File: config.mk
export PLATFORM = sky130hd
export DESIGN_NAME = ifft64_seq_ctrl
export DESIGN_NICKNAME = d
export VERILOG_FILES = /design/src/rtl/ifft64_pkg.sv /design/src/rtl/ifft64_stage_phase.sv /design/src/rtl/ifft64_seq_ctrl.sv
export SDC_FILE = /design/constraint.sdc
export NUM_CORES = 1
export LEC_CHECK = 0
export CAP_MARGIN = 20
export CORE_MARGIN = 2
export CORE_UTILIZATION = 41
export CTS_CLUSTER_SIZE = 28
export DETAILED_ROUTE_END_ITERATION = 8
export PLACE_DENSITY_LB_ADDON = 0.1
export SETUP_SLACK_MARGIN = 0.05
export SLEW_MARGIN = 20
export SYNTH_ARGS = -nofsm -noshare
export SYNTH_HDL_FRONTEND = slang
export SYNTH_HIERARCHICAL = 1
export SYNTH_SLANG_ARGS = --single-unit
File: constraint.sdc
create_clock -name clk -period 3.3 [get_ports clk]
set_input_delay 0.66 -clock clk [delete_from_list [all_inputs] [get_ports clk]]
set_output_delay 0.66 -clock clk [all_outputs]
set_load 0.02 [all_outputs]
File: src/rtl/ifft64_pkg.sv
// Shared types and constants for the 64-point radix-2 MDC IFFT sequencer.
// Holds the run-FSM state enum, frame/stage geometry and the helpers that
// turn the per-stage phase counters into commutator and twiddle controls.
package ifft64_pkg;

  localparam int FRAME_CYC  = 32;
  localparam int LOG2_FRAME = 5;
  localparam int N_STAGES   = 6;

  typedef enum logic [1:0] {
    ST_IDLE  = 2'd0,
    ST_RUN   = 2'd1,
    ST_DRAIN = 2'd2,
    ST_DONE  = 2'd3
  } state_t;

  typedef logic [N_STAGES-1:0][LOG2_FRAME-1:0] phase_vec_t;

  // Stage k twiddle address is (p_k << k) mod 32; stage 5 needs no twiddle.
  function automatic logic [N_STAGES*LOG2_FRAME-1:0] pack_tw(input phase_vec_t ph);
    logic [N_STAGES*LOG2_FRAME-1:0] tw;
    tw = '0;
    for (int k = 0; k < N_STAGES - 1; k++) begin
      tw[k*LOG2_FRAME +: LOG2_FRAME] = LOG2_FRAME'(ph[k] << k);
    end
    return tw;
  endfunction

  // Commutator of stage k follows bit (5-k) of its phase; stage 0 has none.
  function automatic logic [N_STAGES-1:0] sw_sel(input phase_vec_t ph);
    logic [N_STAGES-1:0] sw;
    sw = '0;
    for (int k = 1; k < N_STAGES; k++) begin
      sw[k] = ph[k][LOG2_FRAME-k];
    end
    return sw;
  endfunction

endpackage

File: src/rtl/ifft64_stage_phase.sv
// Per-stage control: delays the incoming valid by DLY cycles and runs the
// 5-bit phase counter that advances on every valid cycle of this stage.
// The phase returns to 0 whenever the stage is idle so every frame starts aligned.
module ifft64_stage_phase
  import ifft64_pkg::*;
#(
  parameter int DLY = 2
) (
  input  logic                  clk,
  input  logic                  arst,
  input  logic                  i_vld,
  output logic                  o_vld,
  output logic [LOG2_FRAME-1:0] o_phase
);

  logic                  w_vld;
  logic [LOG2_FRAME-1:0] r_phase;

  generate
    if (DLY == 0) begin : g_nodly
      assign w_vld = i_vld;
    end else begin : g_dly
      logic [DLY-1:0] r_dly;
      // Valid delay line matching the butterfly register latency.
      always_ff @(posedge clk or posedge arst) begin
        if (arst) begin
          r_dly <= '0;
        end else begin
          r_dly[0] <= i_vld;
          for (int i = 1; i < DLY; i++) begin
            r_dly[i] <= r_dly[i-1];
          end
        end
      end
      assign w_vld = r_dly[DLY-1];
    end
  endgenerate

  // Phase counter: counts valid cycles modulo 32, cleared while idle.
  always_ff @(posedge clk or posedge arst) begin
    if (arst) begin
      r_phase <= '0;
    end else if (w_vld) begin
      r_phase <= r_phase + 1'b1;
    end else begin
      r_phase <= '0;
    end
  end

  assign o_vld   = w_vld;
  assign o_phase = r_phase;

endmodule

File: src/rtl/ifft64_seq_ctrl.sv
// Run sequencer for the 64-point MDC IFFT: walks the input bank, drives the
// per-stage valid/commutator/twiddle controls and flags the output window.
// Latency: first start_check PIPE_LAT+1 cycles after start; done one cycle after the last.
module ifft64_seq_ctrl
  import ifft64_pkg::*;
#(
  parameter int N_FRAMES  = 1000,
  parameter int STAGE_LAT = 2,
  parameter int PIPE_LAT  = 40
) (
  input  logic        clk,
  input  logic        arst,
  input  logic        start,
  output logic [9:0]  bank_addr,
  output logic        in_valid,
  output logic [4:0]  in_cyc,
  output logic [5:0]  stg_valid,
  output logic [5:0]  sw_ctrl,
  output logic [29:0] tw_addr,
  output logic        start_check,
  output logic        busy,
  output logic        done
);

  localparam logic [9:0]  LAST_BANK = 10'(N_FRAMES - 1);
  localparam logic [4:0]  LAST_CYC  = 5'(FRAME_CYC - 1);
  localparam logic [14:0] LAST_OUT  = 15'(N_FRAMES * FRAME_CYC - 1);

  state_t        r_state;
  state_t        w_state_nxt;
  logic          r_in_valid;
  logic          r_busy;
  logic          r_done;
  logic [9:0]    r_bank_addr;
  logic [4:0]    r_in_cyc;
  logic [14:0]   r_out_cnt;
  logic [PIPE_LAT-1:0] r_dly;
  logic          w_start_check;
  logic [5:0]    w_vin;
  logic [5:0]    w_stg_valid;
  phase_vec_t    w_phase;

  assign w_start_check = r_dly[PIPE_LAT-1];

  // Next-state logic: batch launch, end of input, end of output window, handshake.
  always_comb begin
    w_state_nxt = r_state;
    case (r_state)
      ST_IDLE:  if (start) w_state_nxt = ST_RUN;
      ST_RUN:   if (r_bank_addr == LAST_BANK && r_in_cyc == LAST_CYC) w_state_nxt = ST_DRAIN;
      ST_DRAIN: if (w_start_check && r_out_cnt == LAST_OUT) w_state_nxt = ST_DONE;
      ST_DONE:  if (!start) w_state_nxt = ST_IDLE;
      default:  w_state_nxt = ST_IDLE;
    endcase
  end

  // State register with status flags registered from the next state.
  always_ff @(posedge clk or posedge arst) begin
    if (arst) begin
      r_state    <= ST_IDLE;
      r_in_valid <= 1'b0;
      r_busy     <= 1'b0;
      r_done     <= 1'b0;
    end else begin
      r_state    <= w_state_nxt;
      r_in_valid <= (w_state_nxt == ST_RUN);
      r_busy     <= (w_state_nxt == ST_RUN) || (w_state_nxt == ST_DRAIN);
      r_done     <= (w_state_nxt == ST_DONE);
    end
  end

  // Bank/frame and output counters; cleared in IDLE and when returning to it.
  always_ff @(posedge clk or posedge arst) begin
    if (arst) begin
      r_bank_addr <= '0;
      r_in_cyc    <= '0;
      r_out_cnt   <= '0;
    end else if (r_state == ST_IDLE || w_state_nxt == ST_IDLE) begin
      r_bank_addr <= '0;
      r_in_cyc    <= '0;
      r_out_cnt   <= '0;
    end else begin
      if (w_start_check) begin
        r_out_cnt <= r_out_cnt + 1'b1;
      end
      if (r_state == ST_RUN) begin
        r_in_cyc <= r_in_cyc + 1'b1;
        if (r_in_cyc == LAST_CYC && r_bank_addr != LAST_BANK) begin
          r_bank_addr <= r_bank_addr + 1'b1;
        end
      end else begin
        r_in_cyc <= '0;
      end
    end
  end

  // Output-window delay line: start_check is in_valid delayed PIPE_LAT cycles.
  always_ff @(posedge clk or posedge arst) begin
    if (arst) begin
      r_dly <= '0;
    end else begin
      r_dly[0] <= r_in_valid;
      for (int i = 1; i < PIPE_LAT; i++) begin
        r_dly[i] <= r_dly[i-1];
      end
    end
  end

  assign w_vin = {w_stg_valid[4:0], r_in_valid};

  genvar k;
  generate
    for (k = 0; k < N_STAGES; k++) begin : g_stage
      ifft64_stage_phase #(
        .DLY ((k == 0) ? 0 : STAGE_LAT)
      ) u_phase (
        .clk     (clk),
        .arst    (arst),
        .i_vld   (w_vin[k]),
        .o_vld   (w_stg_valid[k]),
        .o_phase (w_phase[k])
      );
    end
  endgenerate

  assign bank_addr   = r_bank_addr;
  assign in_valid    = r_in_valid;
  assign in_cyc      = r_in_cyc;
  assign stg_valid   = w_stg_valid;
  assign sw_ctrl     = sw_sel(w_phase);
  assign tw_addr     = pack_tw(w_phase);
  assign start_check = w_start_check;
  assign busy        = r_busy;
  assign done        = r_done;

endmodule

Word level (Yosys, flattened, before mapping)
Cells that the tools add are included.
- bits in registers: 115
- input bits: 3
- $add $sub $neg: 9
- eq/ne operators: 10
- muxes and demuxes: 18
- reduce and logical (&&, ||, !) cells: 11
- operator list (operator ; number):
    $mux 5 ; 8
    $add 5x1->5 const B ; 7
    $mux 10 ; 3
    $mux 15 ; 2
    $add 15x1->15 const B ; 1
    $eq 15x15->1 const B ; 1
    $add 10x1->10 const B ; 1
    $eq 10x10->1 const B ; 1
    $ne 10x10->1 const B ; 1
    $eq 2x2->1 const B ; 4
    $mux 2 ; 4
    $pmux 2 s4 ; 1
    $reduce_bool 2->1 ; 3
    $eq 5x5->1 const B ; 1
    $eq 2x1->1 const B ; 2
    $logic_not 2->1 ; 2
    $logic_and 1x1->1 ; 3
    $logic_or 1x1->1 ; 2
    $reduce_and 2->1 ; 1

Depth between registers and ports, before layout
Gate-level depths: netlist of the first run.
- depth after elaboration: 8
- depth in mapped cells: 12

Modules after synthesis
The synthesis of the first run kept the hierarchy.
- by module, submodules not included (module ; times used ; cells an instance ; area each (um^2) ; sequential area each (um^2)):
    ifft64_seq_ctrl ; 1 ; 237 ; 2976.6 ; 1876.8
    ifft64_stage_phase (g_stage[1].u_phase ...) ; 5 ; 21 ; 269.0 ; 175.2
    ifft64_stage_phase (g_stage[0].u_phase) ; 1 ; 20 ; 226.5 ; 125.1

Worst setup path after synthesis of the first run
No wires, ideal clock.
- path kind: reg2reg
- start: reg r_in_cyc[0] (netlist: in_cyc[0])
- end: reg r_bank_addr[3] (netlist: bank_addr[3])
- setup time: 95 ps
- arrival: 2850 ps
- setup slack: 355 ps
- cell stages (with the launch flop): 13
- buffers on the path: 2
- clock period less this slack: 2945 ps
- cells stage by stage: dfrtp_1 ha_1 and3_1 ha_1 nand3b_4 or4b_4 and2_1 ha_1 o21ba_2 buf_2 buf_2 o311ai_0 o31ai_1
- word-level cells in the longest chain between the ends: 8
- RTL lines (item ; RTL line ; source):
    start, declared ; ifft64_seq_ctrl.sv:35 ; logic [4:0] r_in_cyc;
    start signal, assigned ; ifft64_seq_ctrl.sv:87 ; r_in_cyc <= r_in_cyc + 1'b1;
    $eq 5x5->1 * ; ifft64_seq_ctrl.sv:50, ifft64_seq_ctrl.sv:88 ;
    $logic_and 1x1->1 ; ifft64_seq_ctrl.sv:50 ; ST_RUN: if (r_bank_addr == LAST_BANK && r_in_cyc == LAST_CYC) w_state_nxt = ST_DRAIN;
    $mux 2 ; ifft64_seq_ctrl.sv:50 ;
    $pmux 2 s4 ; ifft64_seq_ctrl.sv:48 ; case (r_state)
    $logic_not 2->1 ; ifft64_seq_ctrl.sv:78 ; end else if (r_state == ST_IDLE || w_state_nxt == ST_IDLE) begin
    $logic_or 1x1->1 ; ifft64_seq_ctrl.sv:78 ;
    $reduce_bool 2->1 (no source line) ; n/a ;
    $reduce_and 2->1 (no source line) ; n/a ;
    end signal, assigned ; ifft64_seq_ctrl.sv:89 ; r_bank_addr <= r_bank_addr + 1'b1;
    end, declared ; ifft64_seq_ctrl.sv:34 ; logic [9:0] r_bank_addr;
Every way passes the cells marked *; elsewhere a longest branch is shown, timed or not.
A chain may end at the register's enable or synchronous reset.

Worst setup path after layout of the first run
Ends and elaborated chain as after synthesis.

==> results of run 1 <==
==> power by group through the flow <==
stage,sequential [mW],clock (mW),combinational (mW)
4_1_cts,1.29,0.838,0.0512
3_5_place_dp,1.31,0,0.0509
6_report,1.29,0.806,0.0490
2_1_floorplan,1.31,0,0.0497
3_3_place_gp,1.31,0,0.0505
5_1_grt,1.29,0.899,0.0563
==> registers in the layout, summed over array words and instances (netlist names) <==
register                     count
busy                             1
done                             1
in_valid                         1
g_stage.u_phase/g_dly.r_dly     10
g_stage.u_phase/o_phase         20
r_out_cnt                       15
r_state                          2
bank_addr                       10
r_dly                           40
in_cyc                           5
==> cell type report <==
| cell class | instances | area [um2] | share of cell area [%] |
|---|---|---|---|
| clock inverters | 6 | 66.3 | 1.36 |
| multi-input cells | 191 | 1290 | 26.6 |
| well taps | 133 | 166 | 3.42 |
| flip-flops and latches | 105 | 2630 | 54.0 |
| clock buffers | 10 | 138 | 2.83 |
| inverters | 14 | 52.6 | 1.08 |
| repair buffers | 52 | 520 | 10.7 |
==> worst min path at each step <==
stage,slack [ps],to,startpoint
2_1_floorplan,330,g_stage[1].u_phase/g_dly.r_dly[1],g_stage[1].u_phase/g_dly.r_dly[0]
3_3_place_gp,330,r_dly[1],r_dly[0]
3_5_place_dp,340,r_dly[26],r_dly[25]
4_1_cts,350,r_dly[35],r_dly[34]
5_1_grt,360,g_stage[2].u_phase/g_dly.r_dly[1],g_stage[2].u_phase/g_dly.r_dly[0]
6_report,350,r_dly[35],r_dly[34]
==> metal layers <==
metal  global-route usage [%]  vias to the layer above
met3                     5.22                        6
met2                     20.9                       53
met5                        0                        -
met4                     3.19                        0
met1                     19.3                     1231
li1                         -                     1158
==> metrics by stage <==
step	cell area, um2	power, mW	hold WS [ps]	utilization, %	std cells
after floorplan	4130	1.36	331	-	333
after global placement	4660	1.36	335	47.9	495
after detailed placement	4660	1.36	336	47.9	495
after CTS	4860	2.18	353	50.0	511
after global routing	4860	2.24	364	50.0	511
final	4860	2.14	348	50.0	511
==> worst reg2reg max path, cell delays in order (launching register included) <==
cell and delay [ps]:
dfrtp_1 400, ha_1 190, and3_1 160, ha_1 220, nand3b_4 130, or4b_4 560, and2_1 180, ha_1 220
o21ba_2 490, o311ai_0 230, o31ai_1 110
==> layout by cell type, fill, tap and decap left out, drive strengths merged, types with 5 or more instances in the layout <==
cell type      count
and2              12
dfrtp            105
nand2b            13
xor2               8
clkbuf            10
ha                12
nand4              5
nand3             11
or4                6
nor2               8
buf                5
or3                5
inv               15
conb              16
o31ai              7
a21oi             10
nand2             26
clkdlybuf4s50     47
nor4               6
mux2i             15
nor2b              6
==> results.sh, run 1 <==
export IMPL_outcome="finished clean"
export IMPL_m1WireLength_um=3450
export IMPL_layout_filler_cells=903
export IMPL_critical_path_cell_chain="ha_1 > and3_1 > ha_1 > nand3b_4 > or4b_4 > and2_1 > ha_1 > o21ba_2 > o311ai_0 > o31ai_1"
export IMPL_hpwl_um=4620
export IMPL_endpoint_kind="flip-flop"
export IMPL_die_width_um=104
export IMPL_routed_wl_met2_um=3200
export IMPL_critical_path_reg2reg_endpoint="bank_addr[3]"
export IMPL_synthesis_area_um2=4070
export IMPL_ff2ff_path_depth=10
export IMPL_wl_met3_um=307
export IMPL_cts_path_max_buffers=2
export IMPL_post_cts_repair_setup_buffers=0
export IMPL_crit_family="simple AND/OR/NAND/NOR gates"
export IMPL_postCtsResizedCells=0
export IMPL_clock_insertion_delay_worst_skew_ps=360
export IMPL_hold_path_class="flip-flop to flip-flop"
export IMPL_synthCells=318
export IMPL_timing_worst_setup_path_type="flip-flop to flip-flop"
export IMPL_relSlewSlack_pct=61.3
export IMPL_startpoint_types="flip-flop"
export IMPL_setup_ws_ps=320
export IMPL_worstSetupEndpoint="bank_addr[3]"
export IMPL_total_gr_overflow=0
export IMPL_core_area_um2=9730
export IMPL_ctsRootBufferMaster="clkbuf_8"
export IMPL_timing_critical_path_slowest_cell_delay_ps=560
export IMPL_setup_worst_path_start="in_cyc[0]"
export IMPL_ir_drop_uv=242
export IMPL_maxClockFrequency_mhz=336
export IMPL_critical_path_slowest_cell="or4b_4"
export IMPL_post_route_cells_drive_above_1_share_pct=7.94
export IMPL_sequentialPowerShare_pct=60.1
export IMPL_synthesis_yosys_warnings=6
export IMPL_path_buf_inv=0
export IMPL_power_switching_fraction_pct=22.1
export IMPL_design_final_nets=388
export IMPL_layout_min_cycle_time_ps=2980
export IMPL_grt_pass1_wl_um=12000
export IMPL_drt_pre_antenna_iters=4
export IMPL_worst_pin_slew_ps=579
export IMPL_holdBufCountCts=0
export IMPL_boundaryPins=64
export IMPL_gp_routability_congestion=0.790
export IMPL_area_growth_syn_to_layout_pct=19.3
export IMPL_syn_avg_cell_area_um2=12.8
export IMPL_initial_utilization_pct=41.9
export IMPL_drc_violation_total_after_the_first_tritonroute_iteration=133
export IMPL_power_density_cell_area_nw_per_um2=440
export IMPL_maxUsedRoutingLayer="met4"
export IMPL_drv_cap=0
export IMPL_finalSetupViolCount=0
export IMPL_path_max_fanout=20
export IMPL_tritoncts_num_sinks=105
export IMPL_worstReg2RegStart="in_cyc[0]"
export IMPL_cpMostUsedCell="ha_1"
export IMPL_cts_tree="yes"
export IMPL_cts_buffers=9
export IMPL_design_die_area_um2=10700
export IMPL_internal_power_mw=1.67
export IMPL_number_of_rows_in_the_core_area=36
export IMPL_layout_worst_path_cycle_share_pct=90.3
export IMPL_arrival_ps=3250
export IMPL_timing_max_transition_violations_final=0
export IMPL_first_global_vias=2441
export IMPL_critPathRequiredTime_ps=3570
export IMPL_timing_hold_violations_final=0
export IMPL_p_comb_share_pct=2.3
export IMPL_grtUsageTotal_pct=13.9
export IMPL_drc=0
export IMPL_routedWlPerCell_um=13.7
export IMPL_cts_htree_levels=3
export IMPL_dpl_worst_slack_ps=355
export IMPL_worst_r2r_setup_slack_ps=320
export IMPL_initial_antenna_violation_count=0
export IMPL_finClkSkew_ps=10.4
export IMPL_cp_num_cells=10
export IMPL_antenna_left=0
export IMPL_setup_repair_after_global_routing_missed_its_margin="false"
export IMPL_insertedDiodeCount=0
export IMPL_switching_power_summed_over_all_nets_mw=0.474
export IMPL_p_leak_nw=2.40
export IMPL_holdPathStages=0
export IMPL_final_total_negative_setup_slack_ps=0
export IMPL_routed_via_count=2448
export IMPL_clk_pin_slew_worst_paths_ps=100
export IMPL_io_buffers=47
export IMPL_drt_total_wl_um=7020
export IMPL_power_clock_fraction_pct=37.6
export IMPL_grt_max_degree=26
export IMPL_fp_dieH_um=104
export IMPL_vias_per_cell=4.79
Power figures use the tool's default switching activity.
==> inputs of run 2 (changes only) <==
CAP_MARGIN = not set   (was 20)
HOLD_SLACK_MARGIN = 0.12   (was not set)
==> results of run 2 <==
Same layout as run 1: the final DEF is identical, and so are final timing and power.
